<file path="config.mk">
export PLATFORM = sky130hd
export DESIGN_NAME = bt_update_queue
export DESIGN_NICKNAME = d
export VERILOG_FILES = /design/src/rtl/bt_update_queue_pkg.sv /design/src/rtl/bt_update_queue.sv
export SDC_FILE = /design/constraint.sdc
export NUM_CORES = 1
export LEC_CHECK = 0
export CORE_UTILIZATION = 50
export DETAILED_ROUTE_END_ITERATION = 8
export MAX_ROUTING_LAYER = met4
export PLACE_DENSITY = 0.75
export SYNTH_ARGS = -nofsm -noshare
export SYNTH_HDL_FRONTEND = slang
export SYNTH_SLANG_ARGS = --single-unit
</file>
<file path="constraint.sdc">
create_clock -name clk -period 9.5 [get_ports clk]
set_clock_uncertainty 0.05 [all_clocks]
set_input_delay 1.425 -clock clk [delete_from_list [all_inputs] [get_ports clk]]
set_output_delay 1.425 -clock clk [all_outputs]
set_load 0.02 [all_outputs]
</file>
<file path="src/rtl/bt_update_queue_pkg.sv">
// Shared types for the branch-target update queue: the BTUpdate payload and
// the default queue depth used when instantiating bt_update_queue.
package bt_update_queue_pkg;

  typedef struct packed {
    logic        valid;
    logic [31:0] src;
    logic [31:0] dst;
  } BTUpdate;

  localparam int BTUQ_DEPTH = 4;

endpackage

</file>
<file path="src/rtl/bt_update_queue.sv">
// Queues BTB training updates from the branch ALUs and drains one per cycle to the BTB.
// Optional macro BTUQ_DEDUP_EN merges updates whose src matches a queued or same-cycle entry.
module bt_update_queue
  import bt_update_queue_pkg::*;
#(
  parameter int NUM_IN = 2,
  parameter int DEPTH  = BTUQ_DEPTH,
  parameter int CNT_W  = 16
) (
  input  logic                              clk,
  input  logic                              rst,
  input  logic [NUM_IN*$bits(BTUpdate)-1:0] IN_btUpdate,
  input  logic                              IN_clear,
  input  logic                              IN_btbReady,
  output logic [$bits(BTUpdate)-1:0]        OUT_btUpdate,
  output logic [CNT_W-1:0]                  OUT_dropCnt
);

  localparam int PTR_W = $clog2(DEPTH);
  localparam int OCC_W = $clog2(DEPTH + 1);
  localparam int UPD_W = $bits(BTUpdate);

  BTUpdate           entries [DEPTH];
  logic [PTR_W-1:0]  rdPtr;
  logic [PTR_W-1:0]  wrPtr;
  logic [OCC_W-1:0]  count;
  logic [CNT_W-1:0]  dropCnt;

  BTUpdate           inUpd [NUM_IN];
  BTUpdate           head;
  logic              pop;

  logic [OCC_W-1:0]  cap;
  logic [OCC_W-1:0]  nPushed;
  logic [OCC_W-1:0]  nDropped;
  logic [DEPTH-1:0]  wrEn;
  BTUpdate           wrData [DEPTH];
  logic [PTR_W-1:0]  slot;
  logic              hit;
  logic [CNT_W:0]    dropSum;
  logic [CNT_W-1:0]  dropNext;

`ifdef BTUQ_DEDUP_EN
  logic [DEPTH-1:0]  live;
  logic [PTR_W-1:0]  offset;
`endif

  always_comb begin
    for (int i = 0; i < NUM_IN; i++) begin
      inUpd[i] = IN_btUpdate[i*UPD_W +: UPD_W];
    end
  end

  assign pop = (count != '0) && IN_btbReady;

  always_comb begin
    head       = entries[rdPtr];
    head.valid = (count != '0);
  end

  assign OUT_btUpdate = head;
  assign OUT_dropCnt  = dropCnt;

  // Slot allocation: valid inputs in port order claim consecutive slots from
  // wrPtr until capacity runs out; the rest are dropped.
  always_comb begin
    cap      = OCC_W'(DEPTH) - count + OCC_W'(pop);
    nPushed  = '0;
    nDropped = '0;
    wrEn     = '0;
    slot     = '0;
    hit      = 1'b0;
    for (int k = 0; k < DEPTH; k++) begin
      wrData[k] = entries[k];
    end
`ifdef BTUQ_DEDUP_EN
    offset = '0;
    for (int k = 0; k < DEPTH; k++) begin
      offset  = PTR_W'(k) - rdPtr;
      live[k] = ({1'b0, offset} < count) && !(pop && (PTR_W'(k) == rdPtr));
    end
`endif
    for (int i = 0; i < NUM_IN; i++) begin
      if (inUpd[i].valid) begin
        hit = 1'b0;
`ifdef BTUQ_DEDUP_EN
        // A live slot with the same src (queued or claimed earlier this cycle) takes the newer payload.
        for (int k = 0; k < DEPTH; k++) begin
          if (!hit && live[k] && (wrData[k].src == inUpd[i].src)) begin
            hit       = 1'b1;
            wrEn[k]   = 1'b1;
            wrData[k] = inUpd[i];
          end
        end
`endif
        if (!hit) begin
          if (nPushed < cap) begin
            slot         = wrPtr + PTR_W'(nPushed);
            wrEn[slot]   = 1'b1;
            wrData[slot] = inUpd[i];
            nPushed      = nPushed + OCC_W'(1);
`ifdef BTUQ_DEDUP_EN
            live[slot]   = 1'b1;
`endif
          end else begin
            nDropped = nDropped + OCC_W'(1);
          end
        end
      end
    end
  end

  always_comb begin
    dropSum  = {1'b0, dropCnt} + (CNT_W + 1)'(nDropped);
    dropNext = dropSum[CNT_W] ? '1 : dropSum[CNT_W-1:0];
  end

  always_ff @(posedge clk) begin
    if (rst) begin
      rdPtr   <= '0;
      wrPtr   <= '0;
      count   <= '0;
      dropCnt <= '0;
    end else if (IN_clear) begin
      rdPtr <= '0;
      wrPtr <= '0;
      count <= '0;
    end else begin
      rdPtr   <= rdPtr + PTR_W'(pop);
      wrPtr   <= wrPtr + PTR_W'(nPushed);
      count   <= count + nPushed - OCC_W'(pop);
      dropCnt <= dropNext;
    end
  end

  // Payload storage carries no reset; only occupancy decides what is valid.
  always_ff @(posedge clk) begin
    if (!rst && !IN_clear) begin
      for (int k = 0; k < DEPTH; k++) begin
        if (wrEn[k]) begin
          entries[k] <= wrData[k];
        end
      end
    end
  end

endmodule

</file>
**Yosys cells after proc, flatten, opt, wreduce, memory -nomap -nowiden**

Memory sizes are Yosys's and may differ from the RTL's. A register that Yosys moved wholly into a read port is not among the register bits.
Cells that the tools add are included.
Widths: inputs -> output; s select.

- Bitwise logic cells: 3
- Order comparisons: 10
- Mux-type cells: 46
- Add/subtract/negate cells: 10
- Reductions and logical operators: 12

Operators by type and width:

| cell | number |
|---|---|
| $mux 260 | 4 |
| $bwmux 260 | 2 |
| $demux 65 s2 | 2 |
| $mux 65 | 4 |
| $reduce_or 65->1 | 2 |
| $mux 1 | 20 |
| $add 16x3->17 | 1 |
| $mux 16 | 1 |
| $mux 4 | 4 |
| $mux 3 | 4 |
| $add 3x1->3 const B | 2 |
| $ge 3x3->1 const B | 2 |
| $logic_and 1x1->1 | 6 |
| $lt 2x3->1 const B | 2 |
| $lt 3x1->1 const B | 2 |
| $mux 2 | 3 |
| $not 2->3 | 2 |
| $add 2x2->2 | 2 |
| $demux 1 s2 | 2 |
| $ge 2x1->1 const B | 2 |
| $or 4x4->4 | 1 |
| $add 3x1->3 | 1 |
| $add 3x3->3 | 1 |
| $lt 1x3->1 const A | 1 |
| other kinds (7) | 8 |

- Bits of input ports: 134
- Output and inout port bits: 81
- Register bits: 23
- Memory bits (writable): 260
- Word-level logic and storage cells: 86
- Memories: 1

Memories:

| name | depth | bits a word | rd ports | clocked after memory_dff | wr ports | RTL line | RTL |
|---|---|---|---|---|---|---|---|
| entries | 4 | 65 | 5 | 1 | 2 | bt_update_queue.sv:23 | `BTUpdate entries [DEPTH];` |

**Logic depth before layout (Yosys ltp)**

Gate-level depths: netlist of the first run.

- Depth in word-level cells: 19
- Gate-level depth with buffers: 20
- Mapped depth without buffers: 19

**Worst setup path before layout of the first run**

Ideal clock, no wire load.

- Path kind: input port to flip-flop
- Start point: input port IN_btbReady
- End point: memory entries[0][0] in the netlist's numbering (enable)
- Library setup time: 0.507 ns
- Path buffers: 2
- Required time: 8.943 ns
- Arrival: 6.592 ns
- Cell stages on the path: 13
- Slack: 2.351 ns
- Cell sequence: nand2_1 ha_1 inv_1 ha_1 nand2b_1 o21ai_0 inv_1 ha_1 xnor2_1 o311ai_2 buf_2 buf_2 a21oi_1

RTL lines:

| item | RTL line | RTL |
|---|---|---|
| start: declaration | bt_update_queue.sv:14 | `input logic IN_btbReady,` |
| end: declaration | bt_update_queue.sv:23 |  |

==> results of run 1 <==
stage by stage:
step / utilization / setup WS, ns / hold slack [ns] / area [µm²]
2_1_floorplan: - / 2.35 / 0.499 / 16000
3_3_place_gp: 0.582 / 3.10 / 0.474 / 18400
3_5_place_dp: 0.582 / 3.02 / 0.485 / 18400
4_1_cts: 0.612 / 3.57 / 0.496 / 19300
5_1_grt: 0.612 / 3.19 / 0.532 / 19300
6_report: 0.612 / 3.59 / 0.490 / 19300
cells by family after synthesis:
kind of cell    after synthesis
buf+inv                     120
flops                       279
mux                         318
xor+xnor                     18
compound gates              289
fa+ha+maj                    14
simple gates                325
critical path: cells and delay by family:
family,cells,cell delay [ns]
buffers and inverters,5,1.70
AOI/OAI and AO/OA,3,1.12
xor gates and xnor gates,2,1.08
adders and majority gates,3,0.60
and+or+nand+nor,1,0.07
state kept, by name, indices dropped and copies added (netlist names):
name,flops
count,3
OUT_dropCnt,16
wrPtr,2
entries,256
rdPtr,2
worst min path at each step:
stage | startpoint | endpoint | slack [ns] | cells after the start
finish | OUT_dropCnt[0] | OUT_dropCnt[0] | 0.49 | 2
global route | OUT_dropCnt[0] | OUT_dropCnt[0] | 0.53 | 2
CTS | OUT_dropCnt[0] | OUT_dropCnt[0] | 0.50 | 2
detailed placement | OUT_dropCnt[0] | OUT_dropCnt[0] | 0.48 | 2
global placement | OUT_dropCnt[0] | OUT_dropCnt[0] | 0.47 | 2
floorplan | rdPtr[0] | rdPtr[0] | 0.50 | 2
layout make-up:
class | count | area (µm²)
clock inverters | 18 | 138
inverters | 14 | 52.6
multi-input cells | 964 | 7380
flip-flops and latches | 279 | 8160
fillers | 2549 | 12200
diodes | 3 | 7.51
clock buffers | 36 | 795
well taps | 402 | 503
repair buffers | 232 | 2280
power by group through the flow:
stage | Sequential, W | Clock, W | Combinational [W]
2_1_floorplan | 0.00177 | 0 | 0.00148
3_3_place_gp | 0.00179 | 0 | 0.00204
3_5_place_dp | 0.00180 | 0 | 0.00210
4_1_cts | 0.00178 | 0.00114 | 0.00211
5_1_grt | 0.00180 | 0.00118 | 0.00229
6_report | 0.00178 | 0.00112 | 0.00212
metal layers:
metal / track usage / vias up / part of all wire
met2: 0.428 / 492 / 0.48
met5: - / - / 0
met4: 0.0685 / 0 / 0.020
met1: 0.344 / 5616 / 0.42
li1: - / 5443 / -
met3: 0.0401 / 54 / 0.076
cells in the final DEF (no fill, tap or decap), types with 4 or more instances in the layout:
cell type        count
xnor2_1             14
clkinv_1             6
ha_1                12
dfxtp_1             21
mux4_2              64
nand2_1             16
and3_1               4
clkbuf_1             5
a31oi_1              5
and2_1               5
mux2i_1            252
nor2_1             265
inv_1               14
a21oi_1            265
buf_4               18
clkdlybuf4s50_1    214
nor4_1               4
o311ai_4             4
a21oi_4              4
edfxtp_1           256
clkinv_2             7
nor2b_1              4
clkbuf_16           31
nor3_1               7
o2111ai_4            4
==> impl_results.md, run 1 <==
- Mapped Area: 16000 µm²
- Switching share of power: 0.365
- Cells after DPL: 1891
- Number of enable flip-flop cells after synthesis: 256
- Reg2Reg Depth: 14
- Endpoints failing hold: 0
- I/O Buffers: 214
- Crit share post-route: 0.622
- Final HPWL DP: 25.3 mm
- Launch point of the worst path: IN_btbReady
- Clock share of power: 0.223
- Internal Power: 0.00319 W
- Post-synthesis average cell area: 11.8 µm²
- Post-synth ARST share: 0
- Deepest clock path buffer count: 3
- Critical path endpoint: entries[1][58]
- Synth cell types: 43
- Global route overflow: 0
- Setup slack, reg-to-reg: 4.12 ns
- Synth top area share: 0.480
- Max_cap viols: 0
- Net Sw Power: 0.00183 W
- RSZ-0062 raised after global routing: false
- Post-Synth Simple-Gate Area: 0.0845
- Seq/Total Area, Yosys: 0.508
- Gate power share: 0.423
- Critical-path cell list: clkdlybuf4s50_1, nand2_1, ha_1, inv_1, ha_1, xor2_2, o21ai_0, inv_1, ha_1, xnor2_1, o311ai_4, buf_4, a21oi_4, buf_4
- Critical Path Fanout Max: 61
- CTS tree: yes
- Via density per instance: 5.96
- Crit path DAT: 6.04 ns
- Residual DRC: 0
- Post-Synth XOR/XNOR Area: 0.00984
- Antenna Violating Nets Remaining: 0
- Power, Total: 0.00502 W
- Max_slew headroom: 0.234
- Leakage: 7.88 nW
- Routed len/inst: 21.6 µm
- Vias after detailed routing: 11600
- CP max stage delay: 0.82 ns
- Latest clock arrival within the worst-skew pair: 0.54 ns
- Worst Setup End Kind: flop
- Final nets: 1669
- Hold buffers post-CTS: 0
- Ranking of synthesized cells by area: edfxtp_1, mux2i_1, mux4_2
- Die height: 181 µm
- Layout cells sized above 1: 0.0940
- Vias in the first global route: 11800
- # Post-CTS Setup Buffers: 0
- Compound-Gate Fraction of Synth Area: 0.0950
- Total track usage: 0.263
- Area Overhead vs Synth: 20.5%
- Clock Sinks: 279
- Core Box Area: 31600 µm²
- Reg power frac: 0.354
- Total number of H-tree levels: 1
- Syn_nets: 1511
- Root buf cell: clkbuf_16
- Clock transition at path regs: 0.06 ns
- Antenna violations before repair: 2
- Most instantiated cells after synthesis: a21oi_1, nor2_1, edfxtp_1, mux2i_1, mux4_2
- Routability cong.: 0.821
- Global-route wire length before repair: 65.7 mm
- Die X: 181 µm
- Number of top-level pins: 215
- Setup_tns: 0 ns
- Adder-cell area share of the yosys netlist: 0.0119
- Fmax: 0.169 GHz
- Most common cell in the synthesized netlist: a21oi_1
- Largest net degree at the start of global routing: 103
- Slew at the pin closest to its max-slew limit: 1.15 ns
- CP max stage cell: xor2_2
- Die ar.: 32800 µm²
- FP Rows: 65
- Synthesis Warnings: 0
- Initial detailed-routing violation count: 993
- Primary FF master, synth: edfxtp_1
- Largest family of logic cells by synthesized area: multiplexers
- Seq cells post-synth: 279
- VDD IR-drop max: 216 µV
- Post-synthesis mux area share: 0.249
- Final setup vio count: 0
- Reg2Reg Launch Point: count[2]
- First drt pass iteration count: 7
- CTS buffer count: 30
- Hold Crit Class: reg -> reg
- Initial Util: 0.508
- FF-to-FF End: entries[1][58]
- Critical Path RT: 9.63 ns
- Final WL: 42.0 mm
- Pwr per Cell Area: 260 nW/µm²
- Setup CP Type: in -> reg
- Mapped Cells: 1363
- Non-Filler Instances: 1948
- Status: finished clean
- Largest area contributor in the netlist: edfxtp_1
- Most used cell, CP: ha_1
- Slew Limit Fails: 0
- Post-CTS resize count: 0
- Min cycle time layout: 5.91 ns
- CP Launch Type: input port
(Power assumes the default switching activity.)
==> inputs of run 2 (changes only) <==
==> constraint.sdc (replaced) <==
create_clock -name clk -period 5.9 [get_ports clk]
set_clock_uncertainty 0.05 [all_clocks]
set_input_delay 0.885 -clock clk [delete_from_list [all_inputs] [get_ports clk]]
set_output_delay 0.885 -clock clk [all_outputs]
set_load 0.02 [all_outputs]
==> run 2 against run 1 <==
Net effect: setup slack got worse by 2.5 ns; non-clock buffer count is 6 higher; utilization grew 0.63 points; wire length rose by 0.84%; cell count up 0.56%; final area up 1.0%; via count grew 0.16%; sequential share of layout area fell by 0.43 points; largest cell class unchanged.
==> impl_results.md, run 2 (same netlist as run 1, synthesis figures left out) <==
- Core Box Area: 31600 µm²
- Number of top-level pins: 215
- Filler cells: 2529
- CP Launch Type: input port
- Endpoints failing hold: 0
- Critical Path Fanout Max: 11
- Global route overflow: 0
- Routed len/inst: 21.6 µm
- Crit share post-route: 0.810
- FP Rows: 65
- Fmax: 0.209 GHz
- Leakage: 7.98 nW
- Gate power share: 0.420
- Antenna Violating Nets Remaining: 0
- Reg2Reg Depth: 16
- Dpl cell area: 18500 µm²
- Top delay family on crit path: simple AND/OR/NAND/NOR gates
- Global-route wire length before repair: 65.2 mm
- Worst Setup End Kind: flop
- Max_slew headroom: 0.227
- Vias in the first global route: 11700
- Clock share of power: 0.233
- Hold buffers post-CTS: 0
- First drt pass iteration count: 5
- Design area: 19500 µm²
- Final WL: 42.4 mm
- Max_cap viols: 0
- Post-CTS resize count: 0
- Net Sw Power: 0.00298 W
- Die height: 181 µm
- Internal Power: 0.00523 W
- WP depth: 16
- Die ar.: 32800 µm²
- Final nets: 1676
- Reg power frac: 0.347
- VDD IR-drop max: 367 µV
- Status: finished clean
- Min cycle time layout: 4.78 ns
- Critical Path RT: 6.27 ns
- Layout cells sized above 1: 0.0985
- Initial detailed-routing violation count: 1022
- Critical-path cell list: clkdlybuf4s50_1, nand2_1, ha_1, inv_1, ha_1, xor2_2, or3_1, inv_1, ha_1, mux2_2, ha_1, inv_1, fa_1, or4_1, nor4b_1, nor3_1
- Setup_tns: 0 ns
- Vias after detailed routing: 11600
- Routability cong.: 0.819
- Total track usage: 0.262
- Total number of H-tree levels: 1
- Deepest clock path buffer count: 3
- Pwr per Cell Area: 421 nW/µm²
- Slew Limit Fails: 0
- Latest clock arrival within the worst-skew pair: 0.56 ns
- Clock transition at path regs: 0.06 ns
- Largest Register: entries
- Via density per instance: 5.93
- Worst Path Buf+Inv: 4
- Final setup vio count: 0
- Slew at the pin closest to its max-slew limit: 1.16 ns
- Worst hold path depth: 2
- Most used cell, CP: ha_1
- Switching share of power: 0.363
- Hold Crit Class: reg -> reg
- Residual DRC: 0
- Root buf cell: clkbuf_16
- CTS buffer count: 31
- CP max stage delay: 0.85 ns
- Area Overhead vs Synth: 21.7%
- Clock Sinks: 279
- I/O Buffers: 214
- Setup CP Type: in -> reg
- Die X: 181 µm
- Crit path DAT: 5.15 ns
- Most frequent cells in the layout: nor2_1, a21oi_1, edfxtp_1
- Initial Util: 0.508
- Final HPWL DP: 24.7 mm
- # Post-CTS Setup Buffers: 0
- Max reg flops: 256
- Largest net degree at the start of global routing: 129
- CP max stage cell: xor2_2
- RSZ-0062 raised after global routing: false
- CTS tree: yes
- Antenna violations before repair: 4
-- run 2: cell count changes in the layout (fill, tap and decap cells not counted), moves of 2 or more --
cell        previous run  this run
clkbuf_1               5         8
clkinvlp_4             2         0
buf_12                 0         7
clkbuf_8               0         3
-- run 2: final cells by class --
type	count	area, µm²	area share
flip-flops and latches	279	8160	0.418
multi-input cells	964	7380	0.378
repair buffers	238	2410	0.124
clock buffers	43	872	0.0447
well taps	402	503	0.0258
clock inverters	15	123	0.00629
inverters	14	52.6	0.00269
diodes	4	10.0	0.000513
-- run 2: final timing paths --
| kind | slack, ns | startpoint | to |
|---|---|---|---|
| setup / recovery | 1.12 | IN_btbReady | OUT_dropCnt[10] |
| hold reg to reg | 0.51 | OUT_dropCnt[0] | OUT_dropCnt[0] |
| hold / removal | 0.51 | OUT_dropCnt[0] | OUT_dropCnt[0] |
| setup reg to reg | 1.13 | count[2] | OUT_dropCnt[10] |
-- run 2: worst min-delay path: cells and delay by family, from the launching register on --
kind	cells	cell delay, ns
flops	1	0.35
simple gates	2	0.17
-- run 2: layer usage --
metal / vias to the layer above / track usage / wire (µm)
met2: 471 / 0.430 / 20700
met4: 0 / 0.0678 / 814
met5: - / - / 0
met3: 62 / 0.0349 / 3080
met1: 5631 / 0.344 / 17800
li1: 5460 / - / -
-- run 2: through the flow --
| stage | instances | power (W) | hold slack, ns | util | worst slack, ns |
|---|---|---|---|---|---|
| 3_3_place_gp | 1897 | 0.00623 | 0.492 | 0.586 | 0.720 |
| 3_5_place_dp | 1897 | 0.00633 | 0.495 | 0.586 | 0.554 |
| 4_1_cts | 1955 | 0.00824 | 0.504 | 0.618 | 1.13 |
| 5_1_grt | 1959 | 0.00863 | 0.542 | 0.618 | 0.772 |
| 6_report | 1959 | 0.00822 | 0.510 | 0.618 | 1.12 |
| 2_1_floorplan | 1363 | 0.00523 | 0.499 | - | 0.604 |
-- run 2: power groups by stage --
stage / registers, W / clock network (W) / logic (W)
global route: 0.00289 / 0.00203 / 0.00372
CTS: 0.00286 / 0.00195 / 0.00344
finish: 0.00285 / 0.00191 / 0.00345
global placement: 0.00288 / 0 / 0.00334
detailed placement: 0.00289 / 0 / 0.00343
floorplan: 0.00283 / 0 / 0.00239
